$ cat src/rtl/regbank_write_arbiter_if.sv
// Write-request bus between the two requesters / clear controller and the
// arbiter, plus the registered register-bank write port.
interface regbank_write_arbiter_if #(
    parameter int DATA_W = 32
);
    logic              a_valid;
    logic [3:0]        a_addr;
    logic [DATA_W-1:0] a_data;
    logic              a_ready;
    logic              b_valid;
    logic [3:0]        b_addr;
    logic [DATA_W-1:0] b_data;
    logic              b_ready;
    logic              clr_start;
    logic              clr_busy;
    logic [15:0]       en;
    logic [DATA_W-1:0] R;

    modport master (
        output a_valid, a_addr, a_data, b_valid, b_addr, b_data, clr_start,
        input  a_ready, b_ready, clr_busy, en, R
    );

    modport slave (
        input  a_valid, a_addr, a_data, b_valid, b_addr, b_data, clr_start,
        output a_ready, b_ready, clr_busy, en, R
    );
endinterface

$ cat src/rtl/regbank_write_arbiter.sv
// Two-requester round-robin write arbiter for a 16-entry register bank,
// with a sequential clear that walks every register once.
//
// state   | meaning
// --------+-------------------------------------------------------------
// S_IDLE  | arbitrating A/B writes; clr_start launches a clear
// S_CLEAR | issuing clear writes to registers 0..15, requesters stalled
module regbank_write_arbiter #(
    parameter int                DATA_W    = 32,
    parameter logic [DATA_W-1:0] CLEAR_VAL = '0
) (
    input  logic                    clk,
    input  logic                    rst,
    regbank_write_arbiter_if.slave  bus
);

    typedef enum logic {
        S_IDLE  = 1'b0,
        S_CLEAR = 1'b1
    } state_t;

    state_t            r_state;
    state_t            w_state_nxt;
    logic [3:0]        r_cnt;
    logic [3:0]        w_cnt_nxt;
    logic              r_favor_b;
    logic              w_grant_a;
    logic              w_grant_b;
    logic              w_accept;
    logic [3:0]        w_addr;
    logic [DATA_W-1:0] w_data;
    logic [15:0]       r_en;
    logic [DATA_W-1:0] r_wdata;

    // Next state, clear counter and grants; clr_start outranks any valid.
    always_comb begin
        w_state_nxt = r_state;
        w_grant_a   = 1'b0;
        w_grant_b   = 1'b0;
        w_cnt_nxt   = 4'd0;
        case (r_state)
            S_IDLE: begin
                if (!rst) begin
                    if (bus.clr_start) begin
                        w_state_nxt = S_CLEAR;
                    end else if (bus.a_valid && bus.b_valid) begin
                        w_grant_a = !r_favor_b;
                        w_grant_b = r_favor_b;
                    end else begin
                        w_grant_a = bus.a_valid;
                        w_grant_b = bus.b_valid;
                    end
                end
            end
            S_CLEAR: begin
                // Counter wraps to 0 naturally as the last register is left.
                w_cnt_nxt = r_cnt + 4'd1;
                if (r_cnt == 4'd15) begin
                    w_state_nxt = S_IDLE;
                end
            end
            default: w_state_nxt = S_IDLE;
        endcase
        w_accept = w_grant_a || w_grant_b;
        w_addr   = w_grant_b ? bus.b_addr : bus.a_addr;
        w_data   = w_grant_b ? bus.b_data : bus.a_data;
    end

    // State, counter and round-robin pointer; pointer moves only on acceptance.
    always_ff @(posedge clk) begin
        if (rst) begin
            r_state   <= S_IDLE;
            r_cnt     <= 4'd0;
            r_favor_b <= 1'b0;
        end else begin
            r_state <= w_state_nxt;
            r_cnt   <= w_cnt_nxt;
            if (w_accept) begin
                r_favor_b <= w_grant_a;
            end
        end
    end

    // Registered bank write port: clear write, accepted write, or idle.
    always_ff @(posedge clk) begin
        if (rst) begin
            r_en    <= 16'h0000;
            r_wdata <= '0;
        end else if (w_state_nxt == S_CLEAR) begin
            r_en    <= 16'h0001 << w_cnt_nxt;
            r_wdata <= CLEAR_VAL;
        end else if (w_accept) begin
            r_en    <= 16'h0001 << w_addr;
            r_wdata <= w_data;
        end else begin
            r_en    <= 16'h0000;
        end
    end

    assign bus.a_ready  = w_grant_a;
    assign bus.b_ready  = w_grant_b;
    assign bus.clr_busy = (r_state == S_CLEAR);
    assign bus.en       = r_en;
    assign bus.R        = r_wdata;

endmodule

$ cat src/flat_wrapper.sv
// flat-port wrapper written by rule: the top's interface ports become plain ports
module regbank_write_arbiter_flat 
#(
    parameter int                DATA_W    = 32,
    parameter logic [DATA_W-1:0] CLEAR_VAL = '0
)
  (clk, rst, bus_a_valid, bus_a_addr, bus_a_data, bus_b_valid, bus_b_addr, bus_b_data, bus_clr_start, bus_a_ready, bus_b_ready, bus_clr_busy, bus_en, bus_R);
  regbank_write_arbiter_if #(.DATA_W(DATA_W)) bus_i ();
  input  logic clk;
  input  logic rst;
  input wire logic [$bits(bus_i.a_valid)-1:0] bus_a_valid;
  input wire logic [$bits(bus_i.a_addr)-1:0] bus_a_addr;
  input wire logic [$bits(bus_i.a_data)-1:0] bus_a_data;
  input wire logic [$bits(bus_i.b_valid)-1:0] bus_b_valid;
  input wire logic [$bits(bus_i.b_addr)-1:0] bus_b_addr;
  input wire logic [$bits(bus_i.b_data)-1:0] bus_b_data;
  input wire logic [$bits(bus_i.clr_start)-1:0] bus_clr_start;
  output wire logic [$bits(bus_i.a_ready)-1:0] bus_a_ready;
  output wire logic [$bits(bus_i.b_ready)-1:0] bus_b_ready;
  output wire logic [$bits(bus_i.clr_busy)-1:0] bus_clr_busy;
  output wire logic [$bits(bus_i.en)-1:0] bus_en;
  output wire logic [$bits(bus_i.R)-1:0] bus_R;
  assign bus_i.a_valid = bus_a_valid;
  assign bus_i.a_addr = bus_a_addr;
  assign bus_i.a_data = bus_a_data;
  assign bus_i.b_valid = bus_b_valid;
  assign bus_i.b_addr = bus_b_addr;
  assign bus_i.b_data = bus_b_data;
  assign bus_i.clr_start = bus_clr_start;
  assign bus_a_ready = bus_i.a_ready;
  assign bus_b_ready = bus_i.b_ready;
  assign bus_clr_busy = bus_i.clr_busy;
  assign bus_en = bus_i.en;
  assign bus_R = bus_i.R;
  regbank_write_arbiter #(.DATA_W(DATA_W), .CLEAR_VAL(CLEAR_VAL)) u_core (.clk(clk), .rst(rst), .bus(bus_i));
endmodule
$ cat config.mk
export PLATFORM = sky130hd
export DESIGN_NAME = regbank_write_arbiter_flat
export DESIGN_NICKNAME = d
export VERILOG_FILES = /design/src/rtl/regbank_write_arbiter_if.sv /design/src/rtl/regbank_write_arbiter.sv /design/src/flat_wrapper.sv
export SDC_FILE = /design/constraint.sdc
export NUM_CORES = 1
export LEC_CHECK = 0
export ABC_AREA = 1
export BUFFER_PORTS_ARGS = -buffer_cell sky130_fd_sc_hd__buf_2
export CORE_ASPECT_RATIO = 2
export CORE_MARGIN = 10
export CORE_UTILIZATION = 40
export CTS_CLUSTER_SIZE = 25
export DETAILED_ROUTE_END_ITERATION = 16
export PLACE_DENSITY = 0.85
export SLEW_MARGIN = 25
export SYNTH_ARGS = -nofsm -noshare
export SYNTH_HDL_FRONTEND = slang
export SYNTH_SLANG_ARGS = --single-unit
$ cat constraint.sdc
create_clock -name clk -period 1.3 [get_ports clk]
set_input_delay 0 -clock clk [delete_from_list [all_inputs] [get_ports clk]]
set_output_delay 0 -clock clk [all_outputs]
set_load 0.1 [all_outputs]
==> run summary <==
Status -> complete, but fails checks
Violated checks -> setup timing
IO buf count -> 127
Worst-Margin Slew -> 0.513 ns
WL/cell -> 15.3 microns
FP Rows -> 41
Root Buffer -> clkbuf_16
Synth top area share -> 0.410
Initial antenna violation count -> 1
Mean area per synthesized cell -> 6.57 sq um
Hold EP -> u_core.r_cnt[0]
Final setup fails -> 50
Initial core utilization -> 0.414
Placed cell area -> 3510 sq um
Yosys reg bits -> 54
Yosys warning count -> 0
DR iter-0 viols -> 211
First-pass DRT Iterations -> 4
Worst Hold Launch -> rst
Multiplexer share of the synthesized area -> 0
Adder-Cell Fraction of Synth Area -> 0.00475
Worst-path fanout max -> 8
Nets@finish -> 632
Clk_skew -> 0.00981 ns
Synth top area cells -> dfxtp_1 (41%), nand2_1 (30%), a21oi_1 (6.3%)
CORE AREA -> 6360 sq um
DRT antenna net count -> 0
FF-to-FF Start -> u_core.bus.clr_busy
CP max stage delay -> 0.35 ns
Largest net degree at the start of global routing -> 33
Total Wirelength -> 9.80 mm
Worst hold path type -> in -> reg
Post-detail-place hpwl -> 6.84 mm
Simple-Gate Fraction of Synth Area -> 0.441
Worst path depth -> 10
Setup crit start kind -> flop
Cell Pwr Density -> 991 nW/um^2
Critical path class -> reg -> reg
Compound-Gate Fraction of Synth Area -> 0.0760
Share of cells above drive strength 1 -> 0.483
VDD IR-drop max -> 855 uV
Worst hold slack -> 0.0379 ns
Vias per inst -> 4.97
Fmax -> 671 MHz
Relative slew slack -> 0.660
Count of final hold-check violations -> 0
Hold path cells -> 3
TritonCTS clock tree -> yes
Final Critical Period -> 1.49 ns
H-tree depth -> 2
Sequential share of the synthesized area -> 0.410
Final Max Tran Viols -> 0
Commonest non-fill, non-tap cell in the layout -> nand2_1
Max-Cap Viols -> 0
Top Ports -> 128
Pleak -> 2.11 nW
Cells on worst reg2reg path -> 10
Cell count after synthesis -> 401
Vias -> 3,192
Die area -> 10,400 sq um
Family with the most delay on the worst path -> simple AND/OR/NAND/NOR gates
CTS max path bufs -> 2
Final instance area -> 4230 sq um
Cell taking the most area after synthesis -> dfxtp_1
Critical path data required time -> 1.49 ns
Period utilisation layout -> 1.15
Number of global-route vias before repair -> 3,189
Clk Latency, worst-skew pair -> 0.30 ns
Largest family of logic cells by synthesized area -> simple AND/OR/NAND/NOR gates
Crit path setup slack, layout -> -0.190 ns
Worst Path Arrival -> 1.68 ns
Netlist cell types -> 26
Residual DRC -> 0
Die X -> 77.4 microns
Mapped cell area -> 2640 sq um
Worst reg-to-reg setup slack -> -0.19 ns
Reg clk slew, reported paths -> 0.08 ns
Worst r2r dst -> u_core.bus.en[11]
Critical Path, Cell by Cell -> inv_4 -> nand2_4 -> nor2_4 -> buf_4 -> nand3_1 -> nand2_2 -> nor2_4 -> buf_12 -> nand3_1 -> nand2_1
Synthesis-to-layout area growth -> 60.6%
Crit path buf inv count -> 3
Gpl congestion -> 0.884
Synth Area in XOR/XNOR -> 0
CTS Sinks -> 54
Syn_nets -> 479
Die Span Y -> 135 microns
Total GRT Usage -> 0.170
Place WS -> -0.186 ns
Slowest stage cell, crit path -> dfxtp_4
Critical Path Sink Type -> flop
RSZ-0062 raised after global routing -> yes
Most frequent cells in the layout -> nand2_1 (193), buf_2 (125), dfxtp_1 (50), a21oi_2 (32), nand2_2 (18)
First-pass GRT wire length -> 14.5 mm
Total gr overflow -> 0
Number of CTS-inserted buffers -> 5
[how the worst max path moves through the flow]
stage	from	end	slack, ns
5_1_grt	u_core.bus.clr_busy	u_core.bus.en[11]	-0.26
3_5_place_dp	u_core.r_cnt[1]	u_core.bus.R[27]	-0.19
4_1_cts	u_core.bus.clr_busy	u_core.bus.en[15]	-0.11
6_report	u_core.bus.clr_busy	u_core.bus.en[11]	-0.19
2_1_floorplan	u_core.bus.clr_busy	u_core.bus.R[0]	-0.47
3_3_place_gp	u_core.r_cnt[0]	u_core.bus.R[1]	-0.11
[cells in the mapped netlist]
cell,count
nand2_4,1
clkinv_1,1
inv_2,3
o21ai_4,1
buf_2,6
nor2_4,3
o21ai_1,1
buf_6,1
a21oi_1,33
nand2_2,2
nor3_1,3
o21ai_0,1
buf_4,9
clkbuf_1,1
nand3b_1,2
nor2_2,7
nor2_8,1
inv_1,14
nor2_1,13
nand3_4,1
nand3_1,29
or2_1,1
ha_1,1
o21ai_2,1
dfxtp_1,54
nand2_1,211
[cell type report]
cell class              count  area (sq um)
diodes                      1          2.50
clock buffers               5           125
clock inverters             3          26.3
fillers                   548          2130
inverters                  18          78.8
multi-input cells         313          1700
flip-flops and latches     54          1090
well taps                  86           108
repair buffers            162          1110
[power by group]
| group | internal, mW | leakage [nW] | switching [mW] |
|---|---|---|---|
| combinational | 0.372 | 1.60 | 0.754 |
| sequential | 1.70 | 0.439 | 0.0241 |
| clock | 0.725 | 0.0740 | 0.622 |
| total | 2.80 | 2.11 | 1.40 |
[metrics by stage]
stage               total power [mW]  instances  setup TNS [ns]   util
floorplan                       2.40        401          -21.25      -
global placement                2.66        620           -3.78  0.552
detailed placement              2.68        620           -5.96  0.552
CTS                             4.15        637           -3.52  0.632
global route                    4.37        642           -8.24  0.665
finish                          4.20        642           -4.96  0.665
[state kept, by name (all words and copies together) (netlist names)]
signal               flops
u_core.bus.R            32
u_core.bus.en           16
u_core.r_cnt             4
u_core.bus.clr_busy      1
u_core.r_favor_b         1
[worst register-to-register path, stage by stage (launching register included)]
cell	delay (ns)
dfxtp_4	0.35
inv_4	0.08
nand2_4	0.06
nor2_4	0.19
buf_4	0.17
nand3_1	0.10
nand2_2	0.11
nor2_4	0.05
buf_12	0.13
nand3_1	0.09
nand2_1	0.06
[per-layer routing]
layer  GRT usage  vias to the layer above  wire (microns)
li1            -                     1563               -
met3      0.0452                       30             601
met1       0.145                     1471            3180
met2       0.342                      128            5670
met4      0.0857                        0             352
met5           0                        -               0
[logic make-up after synthesis]
group                      count (synthesis)
buffers and inverters                     35
AOI/OAI and AO/OA                         37
adders and majority gates                  1
and+or+nand+nor                          274
DFF                                       54
[timing repair]
item,CTS,global route
pin swaps,11,18
gates cloned,3,3
hold endpoints to repair,1,0
resized for setup,65,36
hold buffers,1,0
endpoints found under the setup margin,50,51
setup buffers,6,1
(Power assumes the default switching activity.)
